## src/rtl/wb_arbiter.sv

```systemverilog
// Writeback arbiter: merges pipeline, divider and VPU scalar results onto the single
// regfile write port, and tracks outstanding long-latency writes in a busy scoreboard.
module wb_arbiter #(
  parameter int STARVE_LIMIT = 4
) (
  input  logic        clk_i,
  input  logic        rst_i,
  input  logic        pipe_wb_en_i,
  input  logic [4:0]  pipe_rd_i,
  input  logic [31:0] pipe_data_i,
  input  logic        div_valid_i,
  input  logic [4:0]  div_rd_i,
  input  logic [31:0] div_data_i,
  output logic        div_ready_o,
  input  logic        vpu_valid_i,
  input  logic [4:0]  vpu_rd_i,
  input  logic [31:0] vpu_data_i,
  output logic        vpu_ready_o,
  input  logic        issue_i,
  input  logic [4:0]  issue_rd_i,
  output logic [31:0] busy_o,
  output logic        stall_o,
  output logic        wb_en_o,
  output logic [4:0]  rd_index_o,
  output logic [31:0] rd_data_o
);

  localparam int               CNT_W   = $clog2(STARVE_LIMIT + 1);
  localparam logic [CNT_W-1:0] CNT_MAX = CNT_W'(STARVE_LIMIT);

  typedef enum logic {
    SRC_DIV = 1'b0,
    SRC_VPU = 1'b1
  } late_src_e;

  late_src_e        r_last_grant;
  logic [CNT_W-1:0] r_div_cnt;
  logic [CNT_W-1:0] r_vpu_cnt;
  logic             r_stall;
  logic [31:0]      r_busy;
  logic             r_wb_en;
  logic [4:0]       r_rd_index;
  logic [31:0]      r_rd_data;

  logic             w_pipe_present;
  logic             w_div_hs;
  logic             w_vpu_hs;
  logic             w_win;
  logic [4:0]       w_win_rd;
  logic [31:0]      w_win_data;
  logic [CNT_W-1:0] w_div_cnt_nxt;
  logic [CNT_W-1:0] w_vpu_cnt_nxt;
  logic             w_stall_nxt;
  logic [31:0]      w_busy_nxt;

  // Rd==0 pipe requests do not occupy the port; the late sources may use that slot.
  assign w_pipe_present = pipe_wb_en_i && (pipe_rd_i != 5'd0);

  // Ties go to the source not granted last; reset is gated in so ready is low during reset.
  assign w_div_hs = !rst_i && !w_pipe_present && div_valid_i &&
                    (!vpu_valid_i || (r_last_grant == SRC_VPU));
  assign w_vpu_hs = !rst_i && !w_pipe_present && vpu_valid_i &&
                    (!div_valid_i || (r_last_grant == SRC_DIV));

  assign div_ready_o = w_div_hs;
  assign vpu_ready_o = w_vpu_hs;

  // NOTE: every signal driven in always_comb gets a default first, so no path infers a latch.
  always_comb begin
    w_win      = 1'b0;
    w_win_rd   = pipe_rd_i;
    w_win_data = pipe_data_i;
    if (w_pipe_present) begin
      w_win = 1'b1;
    end else if (w_div_hs) begin
      w_win      = 1'b1;
      w_win_rd   = div_rd_i;
      w_win_data = div_data_i;
    end else if (w_vpu_hs) begin
      w_win      = 1'b1;
      w_win_rd   = vpu_rd_i;
      w_win_data = vpu_data_i;
    end
  end

  always_comb begin
    w_div_cnt_nxt = '0;
    w_vpu_cnt_nxt = '0;
    if (div_valid_i && !w_div_hs) begin
      w_div_cnt_nxt = (r_div_cnt == CNT_MAX) ? r_div_cnt : r_div_cnt + 1'b1;
    end
    if (vpu_valid_i && !w_vpu_hs) begin
      w_vpu_cnt_nxt = (r_vpu_cnt == CNT_MAX) ? r_vpu_cnt : r_vpu_cnt + 1'b1;
    end
    w_stall_nxt = ((r_div_cnt == CNT_MAX) && div_valid_i && !w_div_hs) ||
                  ((r_vpu_cnt == CNT_MAX) && vpu_valid_i && !w_vpu_hs);
  end

  // Set is applied after clear so an issue and a completion to the same index leave it busy.
  always_comb begin
    w_busy_nxt = r_busy;
    if (w_div_hs) w_busy_nxt[div_rd_i] = 1'b0;
    if (w_vpu_hs) w_busy_nxt[vpu_rd_i] = 1'b0;
    if (issue_i)  w_busy_nxt[issue_rd_i] = 1'b1;
    w_busy_nxt[0] = 1'b0;
  end

  // NOTE: sequential state uses non-blocking assignments so all flops update from pre-edge values.
  always_ff @(posedge clk_i or posedge rst_i) begin
    if (rst_i) begin
      r_last_grant <= SRC_VPU;
      r_div_cnt    <= '0;
      r_vpu_cnt    <= '0;
      r_stall      <= 1'b0;
    end else begin
      if (w_div_hs) begin
        r_last_grant <= SRC_DIV;
      end else if (w_vpu_hs) begin
        r_last_grant <= SRC_VPU;
      end
      r_div_cnt <= w_div_cnt_nxt;
      r_vpu_cnt <= w_vpu_cnt_nxt;
      r_stall   <= w_stall_nxt;
    end
  end

  // NOTE: the scoreboard is 32 flops, not a RAM, so it is cleared by reset like any other state.
  always_ff @(posedge clk_i or posedge rst_i) begin
    if (rst_i) begin
      r_busy <= '0;
    end else begin
      r_busy <= w_busy_nxt;
    end
  end

  // Index and data hold between writes; only the enable pulses.
  always_ff @(posedge clk_i or posedge rst_i) begin
    if (rst_i) begin
      r_wb_en    <= 1'b0;
      r_rd_index <= 5'd0;
      r_rd_data  <= 32'd0;
    end else begin
      r_wb_en <= w_win && (w_win_rd != 5'd0);
      if (w_win) begin
        r_rd_index <= w_win_rd;
        r_rd_data  <= w_win_data;
      end
    end
  end

  assign busy_o     = r_busy;
  assign stall_o    = r_stall;
  assign wb_en_o    = r_wb_en;
  assign rd_index_o = r_rd_index;
  assign rd_data_o  = r_rd_data;

endmodule

```

## config.mk

```make
export PLATFORM = sky130hd
export DESIGN_NAME = wb_arbiter
export DESIGN_NICKNAME = d
export VERILOG_FILES = /design/src/rtl/wb_arbiter.sv
export SDC_FILE = /design/constraint.sdc
export NUM_CORES = 1
export LEC_CHECK = 0
export CAP_MARGIN = 40
export CELL_PAD_IN_SITES_DETAIL_PLACEMENT = 1
export CELL_PAD_IN_SITES_GLOBAL_PLACEMENT = 1
export CORE_UTILIZATION = 27
export DETAILED_ROUTE_END_ITERATION = 16
export GPL_ROUTABILITY_DRIVEN = 1
export PLACE_DENSITY = 0.88
export SYNTH_ARGS = -nofsm -noshare
export SYNTH_HDL_FRONTEND = slang
export SYNTH_SLANG_ARGS = --single-unit
```

## constraint.sdc

```tcl
create_clock -name clk_i -period 4.2 [get_ports clk_i]
set_clock_uncertainty 0.15 [all_clocks]
set_input_delay 0.63 -clock clk_i [delete_from_list [all_inputs] [get_ports clk_i]]
set_output_delay 0.63 -clock clk_i [all_outputs]
set_load 0.02 [all_outputs]
```

Word level (Yosys, flattened, before mapping) --
Index checks and enable logic that the tools add are counted.
Storage, ports and cells: output and inout bits 73, bits in registers 77, bits of input ports 122, logic and storage cells 78
Cells by class: bitwise operators 6, add/sub/neg operators 2, reductions and logical operators 28, multiplexer cells 24, equal/unequal tests 4, order comparisons 6
Operator list (number):
- $mux 32 | 6
- $and 32x32->32 | 2
- $not 32->32 | 2
- $or 32x32->32 | 1
- $lt 5x6->1 const B | 3
- $logic_and 1x1->1 | 16
- $demux 1 s5 | 3
- $ge 5x1->1 const B | 3
- $mux 5 | 3
- $mux 3 | 4
- $reduce_bool 5->1 | 2
- $mux 1 | 8
- $add 3x1->3 const B | 2
- $eq 3x3->1 const B | 2
- $logic_not 1->1 | 6
- $ne 2x2->1 const B | 2
- $logic_or 1x1->1 | 3
- $reduce_bool 2->1 | 1
- $not 1->1 | 1

Longest topological paths before layout --
Gate-level depths: netlist of the first run.
depth after elaboration 11, mapped depth 7, gate-level depth less buffers 6

Worst setup path after synthesis of the first run --
Ideal clock, no wire load.
kind input to output, start input port rst_i, end output port vpu_ready_o, data arrival time 3789 ps, setup slack -369 ps, stages on the path 4, path through clkinv_1 nand3_1 clkinv_1 buf_2
On the way: cells in the longest elaborated chain, start to end 4
RTL lines:
- start, declared | RTL line 7 | input logic rst_i,
- $logic_not 1->1 (no source line)
- $logic_and 1x1->1 (3 in series) | RTL line 62 | assign w_vpu_hs = !rst_i && !w_pipe_present && vpu_valid_i &&
- end, declared | RTL line 18 | output logic vpu_ready_o,
Every way passes these cells.

Final worst setup path of the first run --
start input port pipe_rd_i[0], end output port vpu_ready_o
On the way: cells in the longest elaborated chain, start to end 6
RTL lines:
- start, declared | RTL line 9 | input logic [4:0] pipe_rd_i,
- $reduce_bool 5->1 | RTL line 57 | assign w_pipe_present = pipe_wb_en_i && (pipe_rd_i != 5'd0);
- $logic_and 1x1->1 | RTL line 57
- $logic_not 1->1 | RTL line 62
- $logic_and 1x1->1 (3 in series) | RTL line 62
Every way passes these cells.

==> results.sh, run 1 <==
export IMPL_status="complete, no violations"
export IMPL_first_pass_iters=5
export IMPL_route_detailed_drc=0
export IMPL_synthToLayoutAreaGrowth_pct=58.2
export IMPL_reg2reg_slack_ns=1.87
export IMPL_period_share_pct=85.8
export IMPL_whs_ns=0.358
export IMPL_maxCapViolations=0
export IMPL_period_needed_ns=3.60
export IMPL_yosysTopAreaCell="dfrtp_1"
export IMPL_relSlewSlack_pct=45.9
export IMPL_required_ns=3.42
export IMPL_cts_tree="yes"
export IMPL_grt_usage_pct=22.7
export IMPL_postCtsSetupRepairBufs=0
export IMPL_ys_seq_area_share_pct=46.1
export IMPL_yosys_area_top_type_share_pct=45.4
export IMPL_start_util_pct=27.6
export IMPL_die_w_um=127
export IMPL_rsz0062_at_grt="false"
export IMPL_fp_dieH_um=127
export IMPL_antenna_cells=0
export IMPL_holdCritStartpoint="busy_o[12]"
export IMPL_clkTransAtPathRegs_ns=0.06
export IMPL_drive_gt1_share_pct=6.21
export IMPL_synth_common_cells="dfrtp_1 (76), nor2_1 (58), o22ai_1 (50), a21oi_1 (35), nand2_1 (28)"
export IMPL_power_density_nw_per_um2=410
export IMPL_async_flop_share_pct=100
export IMPL_fin_cells=832
export IMPL_port_buffer_count=193
export IMPL_final_antenna_net_count=0
export IMPL_post_place_cells=816
export IMPL_holdPathEnd="busy_o[12]"
export IMPL_yosysWarnings=0
export IMPL_pin_count=195
export IMPL_cts_buffer_depth=2
export IMPL_grt_pass1_vias=5031
export IMPL_grt_overflow_total=0
export IMPL_final_hold_viol_count=0
export IMPL_num_rows=45
export IMPL_drt_wl_total_um=17700
export IMPL_num_fill_cells=1703
export IMPL_cts_hold_buf=0
export IMPL_grt_max_degree=49
export IMPL_worst_pin_slew_ns=0.810
export IMPL_crit_family="buffers and inverters"
export IMPL_rr_worst_depth=7
export IMPL_wl_per_cell_um=21.3
export IMPL_syn_avg_cell_area_um2=9.08
export IMPL_hold_class="reg -> reg"
export IMPL_finalMaxSlewViolations=0
export IMPL_final_cell_area_um2=6620
export IMPL_path_class="in -> out"
export IMPL_ys_flop_type="dfrtp_1"
export IMPL_antenna_found_initial=0
export IMPL_cts_resized=0
export IMPL_synth_area_um2=4190
export IMPL_cts_buffers=9
export IMPL_slowest_stage="clkdlybuf4s50_1"
export IMPL_grt_pass1_wl_um=27800
export IMPL_nets=765
export IMPL_path_cells="clkdlybuf4s50_1 -> or4_4 -> o21ai_4 -> nand3_1 -> clkinv_1 -> clkdlybuf4s50_1"
export IMPL_path_buf_inv=3
export IMPL_setup_tns_ns=0
export IMPL_clkSinkCount=77
export IMPL_end_kind="output pin"
export IMPL_worst_r2r_endpoint="busy_o[29]"
export IMPL_h_tree_depth=3
export IMPL_drt_iter0_drc=296
export IMPL_coreArea_um2=15100
export IMPL_ys_top_cells_by_area="dfrtp_1 (45%), o22ai_1 (7.5%), nor2_1 (5.2%)"
export IMPL_vias=4722
export IMPL_cp_common_cell="clkdlybuf4s50_1"
export IMPL_synth_edff_count=0
export IMPL_globalplace_congestion=0.891
export IMPL_min_path_cells=1
export IMPL_cp_num_cells=6
export IMPL_p_leak_uw=0.00252
export IMPL_timing_rr_start="r_last_grant"
export IMPL_die_area_um2=16000
export IMPL_ys_ff_latch=77
export IMPL_synth_most_common_cell="dfrtp_1"
export IMPL_placed_cell_area_um2=6290
export IMPL_start_kind="input pin"
export IMPL_setup_violations_final=0
export IMPL_viasPerCell=5.68
export IMPL_slowest_delay_ns=0.62
export IMPL_ys_types=54
export IMPL_dp_hpwl_um=13100
export IMPL_cts_root_buf="clkbuf_16"
export IMPL_cp_arrival_ns=2.82
export IMPL_clk_latency_ns=0.34
export IMPL_fmax_ghz=0.278
export IMPL_vdd_ir_drop_max_mv=0.161
export IMPL_critPathMaxFanout=8
export IMPL_syn_nets=587
export IMPL_synth_cells=461
routing by layer:
layer	track usage (%)	vias to the layer above	wire length [um]
met1	26.8	2314	6990
met3	5.36	41	1520
met5	0	-	0
met4	10.1	0	489
met2	39.1	267	8700
li1	-	2100	-
placed cells by master (no fill, tap or decap), drive strengths merged, types with 4 or more instances in the layout:
master / n
a32oi: 9
buf: 12
clkbuf: 10
a21oi: 35
and3: 4
a22o: 8
nand2b: 8
o22ai: 50
clkdlybuf4s50: 193
nand2: 28
a221o: 11
nor3: 8
a32o: 12
nor2: 59
o31ai: 4
nor3b: 13
nand3: 14
ha: 4
inv: 15
nand4: 12
o21ai: 11
clkinv: 5
o221ai: 4
dfrtp: 76
metrics by stage:
| step | setup WS (ns) | total power [uW] | utilization [%] |
|---|---|---|---|
| 6_report | 0.597 | 2710 | 43.7 |
| 5_1_grt | 0.520 | 2830 | 43.7 |
| 4_1_cts | 0.597 | 2740 | 43.7 |
| 3_5_place_dp | 0.614 | 1850 | 41.5 |
| 3_3_place_gp | 0.662 | 1810 | 41.5 |
| 2_1_floorplan | 0.890 | 1360 | - |
layout make-up:
cell class	instances	area, um^2	share of cell area (%)
repair buffers	205	2020	30.5
clock buffers	10	239	3.61
multi-input cells	330	2040	30.8
well taps	188	235	3.55
inverters	16	61.3	0.926
clock inverters	6	95.1	1.44
flip-flops and latches	77	1930	29.1
registers in the layout, summed over array words and instances (netlist names):
register / cells
rd_data_o: 32
busy_o: 31
rd_index_o: 5
r_div_cnt: 3
r_vpu_cnt: 3
r_last_grant: 1
stall_o: 1
wb_en_o: 1
worst register-to-register path: stages, from the launching register on:
cell and delay, ns:
dfstp_2 0.55, nor2b_1 0.06, nor3_1 0.32, nand2_1 0.13, inv_1 0.16, buf_4 0.37, nand4_1 0.16, a32o_1 0.31
where the power goes:
part	total (uW)	switching, uW	internal, uW
Combinational	874	440	434
Clock	877	335	542
Sequential	963	89.1	874
Total	2710	864	1850
cell families (layout without fill, tap and decap cells):
kind of cell | after synthesis | count (layout) | share of synthesized area (%)
AND/OR/NAND/NOR | 163 | 163 | 19.8
AO/OA/AOI/OAI | 159 | 159 | 26.7
flip-flops | 77 | 77 | 46.1
buffers and inverters | 54 | 237 | 5.41
adder cells (fa/ha/maj) | 4 | 4 | 1.20
XOR/XNOR | 2 | 2 | 0.419
other | 1 | 1 | 0.0896
multiplexers | 1 | 1 | 0.269
worst max path at each step:
stage                 startpoint  slack, ns           to
global route        pipe_rd_i[4]       0.52  vpu_ready_o
floorplan                  rst_i       0.89  vpu_ready_o
global placement    pipe_rd_i[0]       0.66  vpu_ready_o
CTS                 pipe_rd_i[0]       0.60  div_ready_o
finish              pipe_rd_i[0]       0.60  vpu_ready_o
detailed placement  pipe_rd_i[0]       0.61  vpu_ready_o
No activity file was read; power rests on OpenSTA's default activity.
==> run 2, diff against run 1 <==
SETUP_SLACK_MARGIN = 0.4   (was default)
==> results of run 2 <==
Final layout, timing and power as in run 1 (identical DEF).
==> RTL edit, RTL diff (flow settings as in run 1) <==
Make the reset (`rst_i`) synchronous in 3 clocked blocks.
--- a/src/rtl/wb_arbiter.sv
+++ b/src/rtl/wb_arbiter.sv
@@ -106,7 +106,7 @@
   end
 
   // NOTE: sequential state uses non-blocking assignments so all flops update from pre-edge values.
-  always_ff @(posedge clk_i or posedge rst_i) begin
+  always_ff @(posedge clk_i) begin
     if (rst_i) begin
       r_last_grant <= SRC_VPU;
       r_div_cnt    <= '0;
@@ -125,7 +125,7 @@
   end
 
   // NOTE: the scoreboard is 32 flops, not a RAM, so it is cleared by reset like any other state.
-  always_ff @(posedge clk_i or posedge rst_i) begin
+  always_ff @(posedge clk_i) begin
     if (rst_i) begin
       r_busy <= '0;
     end else begin
@@ -134,7 +134,7 @@
   end
 
   // Index and data hold between writes; only the enable pulses.
-  always_ff @(posedge clk_i or posedge rst_i) begin
+  always_ff @(posedge clk_i) begin
     if (rst_i) begin
       r_wb_en    <= 1'b0;
       r_rd_index <= 5'd0;
Formal check against the unedited RTL: differs if rst_i is asserted again (counterexample within 4 cycles, from zero or initial values and one cycle with rst_i high); with rst_i held inactive, the same outputs for 4 cycles.
==> RTL edit against run 1 <==
Global-route usage down 0.40 points. Non-clock buffer count down 4. Worst setup slack worse by 0.075 ns. Design area down 5.5%. Maximum frequency down 2.0%. Wire length down 5.9%. Synthesized cell count up 6.3%. Sequential share of layout area down 4.5 points. Synthesized area down 6.4%. Sequential cell count unchanged. Critical path type unchanged. Critical endpoint unchanged.
Power is not compared: it rests on default switching activity, and its combinational part moved more than twofold at a synthesized area within 25%.
==> RTL edit: results (changes against run 1) <==
* Mux cell area share after synthesis at 0 (-0.002691)
* Syn_nets at 616 (+4.9%)
* Post-synth top cells: dfxtp_1, nand2_1, nor2_1
* Largest net degree at the start of global routing at 65 (+33%)
* #MultiIn Comb at 349 (+5.8%)
* Fmax at 271.9 MHz (-2.0%)
* Final Util at 0.4459 (+0.008613)
* Nonclk inv count at 22 (+6)
* Pre-Repair DR Iteration Count at 5 (unchanged)
* Met3 wire length at 1315 microns (-13%)
* Yosys reg bits at 77 (unchanged)
* Data buffer area share at 0.3173 (+0.01204)
* Iter 0 DRT Violations at 249 (-16%)
* Dpl cell area at 5959 sq um (-5.2%)
* GP Congestion at 0.8428 (-5.4%)
* Seq/total area at 0.2462 (-0.04494)
* Routed vias at 4715 (-0.15%)
* Max Buffers Root-to-Sink at 2 (unchanged)
* Compound-gate portion of the synthesized area at 0.2781 (+0.01083)
* Yosys cell types at 46 (-15%)
* Status: finished, final reports clean
* Worst slew pin tran at 0.7172 ns (-0.09265 ns)
* WL final at 16660 microns (-5.9%)
* Final #Nets at 786 (+2.7%)
* Share of cells above drive strength 1 at 0.05714 (-0.004969)
* R2r setup slk at 1.86 ns
* Max Fanout on Critical Path at 31 (+23)
* Setup WS pre-CTS at 0.5252 ns (-0.08860 ns)
* Synth Instances at 490 (+6.3%)
* CP top delay family: buffers and inverters
* FF-to-FF path depth at 6 (-1)
* Share of flip-flops with an asynchronous set or reset at 0 (-1.000)
* Multi-input combinational area share at 0.3391 (+0.03080)
* Top FF cell, synth: dfxtp_1
* Yosys warns at 0 (unchanged)
* Non-CTS buffers at 201 (-2.0%)
* Ranking of synthesized cells by area: dfxtp_1, o22ai_1, o32ai_1
* WHS at 0.3223 ns (-0.03573 ns)
* DIE WIDTH at 122.5 microns (-3.2%)
* Synth Area in XOR/XNOR at 0.004470 (+0.0002846)
* # placed instances at 829 (+1.6%)
* First-pass GRT wire length at 25520 microns (-8.1%)
* Clock buf/inv share at 0.04816 (-0.002282)
* Post-Synth Adder-Cell Area at 0.01277 (+0.0008132)
* Fillers at 1611 (-5.4%)
* Worst path max stage delay at 0.64 ns (+0.02 ns)
* Cts bufs inserted at 9 (unchanged)
* Vias in the first global route at 4965 (-1.3%)
* Total track usage at 0.2227 (-0.004031)
* Arr. time, crit path at 2.90 ns (+0.08 ns)
* Post-synthesis sequential area ratio at 0.3934 (-0.06733)
* Reg clk slew, reported paths at 0.06 ns (about the same)
* Metal2 WL at 8361 microns (-3.9%)
* Post-DP HPWL at 12590 microns (-4.0%)
* WHS Path Cells at 2 (+1)
* DR WL/cell at 19.71 microns (-7.3%)
* Met1 wire length at 6545 microns (-6.4%)
RTL edit: changes by cell type in the layout (fill, tap and decap cells not counted), moves of 13 or more:
cell     change
dfxtp_1     +77
dfrtp_1     -76
nand2_1     +23
o32ai_1     +21
or3_1       +18
o22ai_1     -14
nor3b_1     -13
RTL edit: power by group through the flow:
stage               Sequential (mW)  Combinational, mW  Clock [mW]
finish                        0.786              0.434       0.795
global route                  0.789              0.464       0.836
CTS                           0.786              0.434       0.810
detailed placement            0.802              0.432           0
global placement              0.799              0.418           0
floorplan                     0.836              0.154           0
RTL edit: per-layer routing:
layer,global-route usage,vias to the layer above
met5,0,-
met3,0.07342,29
li1,-,2177
met4,0.08918,0
met1,0.2521,2301
met2,0.3834,208
RTL edit: final timing paths:
check                                    from            end
worst min register to register  rd_index_o[4]  rd_index_o[4]
worst max-delay path             pipe_rd_i[3]    vpu_ready_o
worst max register to register   r_last_grant     busy_o[28]
worst min-delay path            rd_index_o[4]  rd_index_o[4]
